## src/rtl/seq_1010.sv

```systemverilog
// seq_1010 -- Moore detector for the serial pattern 1-0-1-0, non-overlapping.
//
// One input bit is sampled on each rising clock edge. After the fourth bit of
// a complete pattern, the detector raises z for one cycle. After a detection,
// none of the matched bits are reused, so "10101010" detects after bits 4 and
// 8 only.
//
// Ports:
//   clk : system clock, rising-edge only
//   rst : synchronous, active-high reset; forces the idle state and z=0
//   x   : serial data bit, sampled on each rising edge of clk
//   z   : detect flag, high for exactly the one cycle spent in DETECT
module seq_1010 (
  input  logic clk,
  input  logic rst,
  input  logic x,
  output logic z
);

  typedef enum logic [2:0] {
    S0 = 3'd0,  // idle / nothing matched
    S1 = 3'd1,  // "1"
    S2 = 3'd2,  // "10"
    S3 = 3'd3,  // "101"
    S4 = 3'd4   // "1010" complete (DETECT)
  } state_t;

  state_t state;
  state_t next;

  always_comb begin
    next = S0;
    unique case (state)
      S0:      next = x ? S1 : S0;
      S1:      next = x ? S1 : S2;
      S2:      next = x ? S3 : S0;
      S3:      next = x ? S1 : S4;
      // Non-overlapping: a '1' after DETECT starts a fresh match rather than
      // reusing the trailing "10".
      S4:      next = x ? S1 : S0;
      // The unused codes 5..7 recover to idle, so the FSM cannot lock up.
      default: next = S0;
    endcase
  end

  // z is registered together with the state. It equals (state == S4) on every
  // cycle, so there is no combinational path from x to z.
  always_ff @(posedge clk) begin
    if (rst) begin
      state <= S0;
      z     <= 1'b0;
    end else begin
      state <= next;
      z     <= (next == S4);
    end
  end

endmodule

```

## config.mk

```make
export PLATFORM = sky130hd
export DESIGN_NAME = seq_1010
export DESIGN_NICKNAME = d
export VERILOG_FILES = /design/src/rtl/seq_1010.sv
export SDC_FILE = /design/constraint.sdc
export NUM_CORES = 1
export LEC_CHECK = 0
export BUFFER_PORTS_ARGS = -buffer_cell sky130_fd_sc_hd__buf_4
export CELL_PAD_IN_SITES_DETAIL_PLACEMENT = 2
export CELL_PAD_IN_SITES_GLOBAL_PLACEMENT = 2
export CORE_AREA = 2 2 39 41
export DETAILED_ROUTE_END_ITERATION = 8
export DIE_AREA = 0 0 41 43
export GPL_TIMING_DRIVEN = 0
export PLACE_DENSITY = 0.36
export SLEW_MARGIN = 20
export SYNTH_ARGS = -nofsm -noshare
export SYNTH_HDL_FRONTEND = slang
export SYNTH_SLANG_ARGS = --single-unit
```

## constraint.sdc

```tcl
create_clock -name clk -period 2.6 [get_ports clk]
set_input_delay 0.13 -clock clk [delete_from_list [all_inputs] [get_ports clk]]
set_output_delay 0.13 -clock clk [all_outputs]
set_load 0.005 [all_outputs]
```

==> results of run 1 <==
## worst max-delay path: cells and delay by family (launching register included)
kind	cells	cell delay, ns
AOI/OAI and AO/OA	1	0.21
DFF	1	0.33
and+or+nand+nor	1	0.39
## per-stage QoR
stage,cells,util (%),power (mW)
finish,34,14.7,0.149
global route,34,14.7,0.161
CTS,34,14.7,0.154
detailed placement,31,13.1,0.0722
global placement,31,13.1,0.0722
floorplan,12,-,0.0675
## flip-flops by register name, indices dropped and copies added (netlist names)
register	cells
state	3
z	1
## path summary, 6_finish.rpt
kind              endpoint  cells after the start  slack [ns]
setup / recovery  state[1]                      2        1.60
hold / removal    state[1]                      2        0.08
setup reg to reg  state[1]                      2        1.60
hold reg to reg   state[1]                      1        0.48
## power breakdown
group          internal (mW)  switching, mW
combinational        0.00392        0.00278
clock                 0.0517         0.0258
sequential            0.0632        0.00125
total                  0.119         0.0298
## cells by family (layout without fill, tap and decap cells)
| family | count (synthesis) | in the layout | synth area share, % |
|---|---|---|---|
| simple gates | 6 | 6 | 29.7 |
| compound gates | 2 | 2 | 12.6 |
| flops | 4 | 4 | 57.7 |
| buf+inv | 0 | 6 | 0 |
## layer usage
metal	up-vias	share of wire, %
met4	0	6.0
met5	-	0
met3	2	10
li1	58	-
met2	7	34
met1	56	49
## cell type report
cell class	count	area share, %
Sequential cell	4	39.3
Multi-Input combinational cell	8	28.8
Timing Repair Buffer	3	11.0
Clock buffer	3	11.0
Tap cell	16	9.82
## placed cells by master (no fill, tap or decap)
master    n
nand3b_1  1
dfxtp_1   4
and3b_1   1
or3b_1    1
a211oi_2  1
buf_4     3
nand2_1   1
o21ai_0   1
clkbuf_4  3
nor4_1    2
==> impl_metrics.env, run 1 <==
export IMPL_ys_ff_latch=4
export IMPL_grt_pass1_wl_um=496
export IMPL_synth_commonest_cells="dfxtp_1, nor4_1"
export IMPL_power_per_cell_area_nw_per_um2=729
export IMPL_ys_seq_area_share_pct=57.7
export IMPL_setup_viol=0
export IMPL_ff_latch_area_um2=80.1
export IMPL_relSlewSlack_pct=86.3
export IMPL_cts_resized=0
export IMPL_skew_ns=0.000345
export IMPL_wl_um=315
export IMPL_finish_instance_area_um2=204
export IMPL_ir_drop_v=0.000237
export IMPL_cts_buffers=3
export IMPL_status="finished clean"
export IMPL_synth_top_flop_cell="dfxtp_1"
export IMPL_crit_chain="or3b_1 > a211oi_2"
export IMPL_synth_area_um2=139
export IMPL_place_port_buffers=3
export IMPL_gr_usage_met3_pct=6.81
export IMPL_yosys_area_top_type="dfxtp_1"
export IMPL_rows=14
export IMPL_ys_warn_count=0
export IMPL_pin_count=4
export IMPL_synthArstFlopShare_pct=0
export IMPL_n_fill_cell=161
export IMPL_cts_tree="built"
export IMPL_yosysMostFrequentCell="dfxtp_1"
export IMPL_clock_path_buffers=2
export IMPL_gr_max_usage_layer="met4"
export IMPL_drt_iter0_markers=4
export IMPL_drc=0
export IMPL_crit_type="flip-flop to flip-flop"
export IMPL_crit_path_end_kind="flip-flop"
export IMPL_synth_top_area_share_pct=57.7
export IMPL_die_area_um2=1760
export IMPL_gp_congestion=0.613
export IMPL_core_um2=1380
export IMPL_syn_inst=12
export IMPL_syn_nets=15
export IMPL_grt_overflow_total=0
export IMPL_setup_tns_final_ns=0
export IMPL_hold_slack_ns=0.0818
export IMPL_crit_path_start="state[1]"
export IMPL_synth_area_leaders="dfxtp_1, a211oi_2, nor4_1"
export IMPL_n_antenna_cell=0
export IMPL_required_ns=2.76
export IMPL_cp_arrival_ns=1.16
export IMPL_vias_per_cell=3.62
export IMPL_critical_path_max_fanout=4
export IMPL_period_needed_ns=1.00
export IMPL_clk_latency_ns=0.23
export IMPL_startpoint_type="flip-flop"
export IMPL_use_met2_pct=4.38
export IMPL_avgSynthCellArea_um2=11.6
export IMPL_drive_above_1_share_pct=38.9
export IMPL_area_growth_pct=46.8
export IMPL_die_x_um=41
export IMPL_start_util_pct=10.0
export IMPL_worstReg2RegStart="state[1]"
export IMPL_use_met1_pct=4.81
export IMPL_hold_viol_final=0
export IMPL_cts_max_level=1
export IMPL_timing_final_ws_setup_ns=1.60
export IMPL_rsz0062_at_grt="false"
export IMPL_clkSinkCount=4
export IMPL_cap_violations=0
export IMPL_synth_edf_count=0
export IMPL_min_from="rst"
export IMPL_grtUsageTotal_pct=5.42
export IMPL_root_buffer="clkbuf_4"
export IMPL_fp_dieH_um=43
export IMPL_grt_max_degree=6
export IMPL_post_place_ws_ns=1.60
export IMPL_ant_nets=0
export IMPL_cts_hold_buffers=0
export IMPL_grt_antenna_before_repair=0
export IMPL_place_area_um2=181
export IMPL_cts_setup_buffers=0
export IMPL_synth_distinct_cells=8
export IMPL_nNetsFinal=23
export IMPL_slowest_stage="or3b_1"
export IMPL_worst_pin_slew_ns=0.203
export IMPL_route_vias_total=123
export IMPL_clkSlewWorstSetupHoldPaths_ns=0.04
export IMPL_period_share_pct=38.6
export IMPL_multi_input_area_um2=58.8
export IMPL_slew_violations=0
export IMPL_firstDrtPassIters=2
export IMPL_slowest_delay_ns=0.39
export IMPL_hp_class="input port to flip-flop"
export IMPL_grt_pass1_vias=124
export IMPL_wl_per_cell_um=9.26
export IMPL_p_leak_nw=0.0752
export IMPL_timing_fmax_mhz=996
Note: power is estimated with default switching activity, not from simulation.
==> run 2, diff against run 1 <==
Settings changed: PLACE_DENSITY 0.36 to 0.37.
Clock period 2.6 ns to 0.9 ns, I/O delays scaled along.
==> run 2 against run 1 <==
Effect of this change:
- the run now ends with setup timing left
- hold slack lost 0.066 ns
- sequential power rose to 2.9 times the previous value
- first-iteration DRC count fell by 50%
- worst setup slack got worse by 1.6 ns
- power grew to 2.9 times the previous value
- clock skew is 0.0038 ns higher
- utilization is 1.4 points higher
- clock-buffer cell count is the same
- combinational power rose to 4.1 times the previous value
- die area stayed put
- routed wire length increased by 22%
- fmax is 5.3% higher
==> impl_metrics.env, run 2 (synthesis results as in run 1) <==
export IMPL_largest_reg_flops=3
export IMPL_min_from="x"
export IMPL_ir_drop_v=0.000490
export IMPL_drc=0
export IMPL_wl_um=383
export IMPL_crit_type="flip-flop to flip-flop"
export IMPL_n_antenna_cell=0
export IMPL_cap_violations=0
export IMPL_relSlewSlack_pct=85.7
export IMPL_slew_violations=0
export IMPL_route_vias_total=131
export IMPL_cp_arrival_ns=1.10
export IMPL_grt_pass1_vias=147
export IMPL_drive_above_1_share_pct=50.0
export IMPL_startpoint_type="flip-flop"
export IMPL_reg_top3="state: 3 flops, z: 1 flops"
export IMPL_slowest_delay_ns=0.36
export IMPL_rows=14
export IMPL_most_common_layout_cells="buf_4, clkbuf_4, nor4_1, dfxtp_2, dfxtp_1"
export IMPL_cts_max_level=1
export IMPL_ant_nets=0
export IMPL_regMostFlops="state"
export IMPL_final_common_cell="buf_4"
export IMPL_crit_path_start="state[1]"
export IMPL_grt_pass1_wl_um=614
export IMPL_cts_buffers=3
export IMPL_hpwl_um=245
export IMPL_clkSlewWorstSetupHoldPaths_ns=0.04
export IMPL_fp_dieH_um=43
export IMPL_grt_antenna_before_repair=0
export IMPL_drt_iter0_markers=2
export IMPL_power_per_cell_area_nw_per_um2=1960
export IMPL_worstReg2RegStart="state[1]"
export IMPL_fin_util_pct=16.2
export IMPL_start_util_pct=10.0
export IMPL_clk_latency_ns=0.23
export IMPL_required_ns=1.05
export IMPL_setup_tns_final_ns=-0.0538
export IMPL_grt_overflow_total=0
export IMPL_clkSinkCount=4
export IMPL_vias_per_cell=3.64
export IMPL_firstDrtPassIters=2
export IMPL_root_buffer="clkbuf_4"
export IMPL_setup_viol=1
export IMPL_rsz0062_at_grt="true"
export IMPL_place_area_um2=183
export IMPL_clock_path_buffers=2
export IMPL_period_needed_ns=0.954
export IMPL_finalPower_uw=438
export IMPL_p_leak_nw=0.0852
export IMPL_wl_per_cell_um=10.6
export IMPL_critical_path_max_fanout=4
export IMPL_final_cell_count_no_fill=36
export IMPL_timing_final_ws_setup_ns=-0.0538
export IMPL_nNetsFinal=25
export IMPL_core_um2=1380
export IMPL_reg2reg_slack_ns=-0.05
export IMPL_period_share_pct=106
export IMPL_pin_count=4
export IMPL_skew_ns=0.00419
export IMPL_finish_instance_area_um2=224
export IMPL_gp_congestion=0.584
export IMPL_rr_worst_depth=2
export IMPL_status="finished with violations"
export IMPL_area_growth_pct=61.3
export IMPL_worst_pin_slew_ns=0.213
export IMPL_cts_tree="built"
export IMPL_hp_class="input port to flip-flop"
export IMPL_crit_chain="or3b_1 > a211oi_2"
export IMPL_violations="setup timing"
export IMPL_crit_path_end_kind="flip-flop"
export IMPL_grtUsageTotal_pct=6.42
export IMPL_die_x_um=41
export IMPL_timing_fmax_mhz=1050
export IMPL_place_port_buffers=3
export IMPL_r2r_end="state[1]"
export IMPL_hold_viol_final=0
export IMPL_die_area_um2=1760
export IMPL_grt_max_degree=6
export IMPL_dpl_cell_count=31
export IMPL_whs_endpoint="z"
export IMPL_hold_depth=2
export IMPL_slowest_stage="or3b_1"
-- run 2: per-layer routing --
metal	GRT usage (%)	routed length (um)
met1	4.49	149
met2	9.06	213
met3	4.71	20
met4	8.00	0
met5	0	0
-- run 2: final cells by class --
class	count	area (um2)
sequential	4	82.6
tap	16	20.0
timing repair buffer	5	40.0
clock buffer	3	22.5
fill	155	1160
multi-input combinational	8	58.8
-- run 2: worst max-delay path, delay by kind of cell, from the launching register on --
kind | cells | cell delay, ns
AO/OA/AOI/OAI | 1 | 0.18
flip-flops | 1 | 0.33
AND/OR/NAND/NOR | 1 | 0.36
-- run 2: timing repair --
action / CTS / global route
hold buffers: 1 / 0
gates resized for setup: 1 / 0
setup endpoints to repair: 1 / 1
endpoints found under the hold margin: 1 / 0
setup buffers: 1 / 0
-- run 2: metrics by stage --
stage / setup WS [ns] / hold slack (ns)
finish: -0.0538 / 0.0161
CTS: -0.0512 / 0.000926
global route: -0.0658 / 0.0146
detailed placement: -0.0531 / 0.244
floorplan: 0.00321 / 0.110
global placement: -0.0247 / 0.238
-- run 2: power breakdown --
part / switching (mW) / total, mW / internal, mW
registers: 0.00356 / 0.187 / 0.183
clock network: 0.0741 / 0.223 / 0.149
logic: 0.0110 / 0.0278 / 0.0169
total: 0.0886 / 0.438 / 0.350
-- run 2: worst max-delay path by stage --
stage,end,slack [ns],cells after the start
6_report,state[1],-0.05,2
5_1_grt,state[1],-0.07,2
4_1_cts,state[1],-0.05,2
3_5_place_dp,state[1],-0.05,2
3_3_place_gp,state[1],-0.02,2
2_1_floorplan,state[1],0.003,2
==> run 3, diff against run 2 <==
Settings changed: GPL_TIMING_DRIVEN 0 to unset.
==> run 3 against run 2 <==
Effect of this change:
- the run still ends with setup timing left
- highest routed layer is now met4
- clock power barely moved
- sequential share of layout area fell by 4.2 points
- global-route usage rose by 0.30 points
- flip-flop and latch count did not move
- clock-buffer cell count did not move
- hold slack got worse by 0.0039 ns
==> impl_metrics.env, run 3 (synthesis results as in run 1) <==
export IMPL_die_x_um=41
export IMPL_wl_um=352
export IMPL_required_ns=1.06
export IMPL_relSlewSlack_pct=85.9
export IMPL_fp_dieH_um=43
export IMPL_ant_nets=0
export IMPL_rows=14
export IMPL_finalPower_uw=443
export IMPL_timing_fmax_mhz=1090
export IMPL_critical_path_max_fanout=2
export IMPL_setup_viol=1
export IMPL_fin_util_pct=18.0
export IMPL_power_per_cell_area_nw_per_um2=1780
export IMPL_setup_tns_final_ns=-0.0194
export IMPL_place_port_buffers=3
export IMPL_grt_pass1_vias=160
export IMPL_reg2reg_slack_ns=-0.02
export IMPL_vias_per_cell=3.50
export IMPL_skew_ns=0.00209
export IMPL_most_common_layout_cells="buf_4, clkbuf_4, dfxtp_1"
export IMPL_root_buffer="clkbuf_4"
export IMPL_rsz0062_at_grt="true"
export IMPL_grt_max_degree=6
export IMPL_reg_top3="state: 3 flops, z: 1 flops"
export IMPL_nNetsFinal=27
export IMPL_drt_iter0_markers=2
export IMPL_clkSlewWorstSetupHoldPaths_ns=0.04
export IMPL_status="finished with violations"
export IMPL_die_area_um2=1760
export IMPL_clkSinkCount=4
export IMPL_grt_pass1_wl_um=662
export IMPL_hold_viol_final=0
export IMPL_gp_congestion=0.659
export IMPL_clk_latency_ns=0.23
export IMPL_final_common_cell="buf_4"
export IMPL_firstDrtPassIters=4
export IMPL_route_vias_total=133
export IMPL_largest_reg_flops=3
export IMPL_crit_type="flip-flop to flip-flop"
export IMPL_grtUsageTotal_pct=6.72
export IMPL_cts_tree="built"
export IMPL_clock_path_buffers=2
export IMPL_crit_path_end_kind="flip-flop"
export IMPL_wl_per_cell_um=9.26
export IMPL_cts_setup_buffers=0
export IMPL_slew_violations=0
export IMPL_area_growth_pct=79.3
export IMPL_period_share_pct=102
export IMPL_ir_drop_v=0.000449
export IMPL_drive_above_1_share_pct=54.5
export IMPL_startpoint_type="flip-flop"
export IMPL_hold_slack_ns=0.0122
export IMPL_core_um2=1380
export IMPL_cp_arrival_ns=1.08
export IMPL_cap_violations=0
export IMPL_cts_max_level=1
export IMPL_hp_class="input port to flip-flop"
export IMPL_regMostFlops="state"
export IMPL_p_leak_nw=0.0962
export IMPL_grt_antenna_before_repair=0
export IMPL_n_antenna_cell=0
export IMPL_pin_count=4
export IMPL_cts_buffers=3
export IMPL_timing_final_ws_setup_ns=-0.0194
export IMPL_drc=0
export IMPL_violations="setup timing"
export IMPL_period_needed_ns=0.919
export IMPL_start_util_pct=10.0
export IMPL_grt_overflow_total=0
export IMPL_worst_pin_slew_ns=0.209
export IMPL_post_place_ws_ns=-0.0149
-- run 3: path summary, 6_finish.rpt --
path / start / end / cells after the start
hold reg to reg: state[2] / state[1] / 1
setup / recovery: state[0] / state[1] / 2
setup reg to reg: state[0] / state[1] / 2
hold / removal: x / z / 2
-- run 3: cell type report --
cell class,instances,area [um2]
multi-input cells,8,67.6
fillers,152,1130
well taps,16,20.0
repair buffers,7,57.6
clock buffers,3,22.5
flip-flops and latches,4,81.3
-- run 3: report_power, final --
part | internal (mW) | total, mW | switching (mW)
Clock | 0.149 | 0.222 | 0.0725
Combinational | 0.0233 | 0.0360 | 0.0127
Sequential | 0.183 | 0.185 | 0.00205
Total | 0.356 | 0.443 | 0.0873
-- run 3: repair_timing --
| item | 4_1_cts | 5_1_grt |
|---|---|---|
| pin swaps | 0 | 0 |
| hold endpoints to repair | 2 | 0 |
| endpoints found under the setup margin | 1 | 2 |
| gates resized for setup | 0 | 2 |
| hold buffers | 2 | 0 |
| gates cloned | 0 | 0 |
-- run 3: worst max-delay path, stage by stage (launching register included) --
cell and delay, ns:
dfxtp_2 0.31, or3b_4 0.37, a211oi_2 0.16
-- run 3: metal layers --
layer / up-vias / GRT usage, % / part of all wire, %
li1: 66 / - / -
met1: 62 / 5.45 / 39
met2: 3 / 8.13 / 51
met3: 2 / 7.85 / 6.3
met4: 0 / 6.00 / 2.3
met5: - / 0 / 0
-- run 3: stage by stage --
step / cells / area (um2)
after floorplan: 12 / 140
after global placement: 33 / 198
after detailed placement: 33 / 198
after CTS: 38 / 240
after global routing: 38 / 249
final: 38 / 249
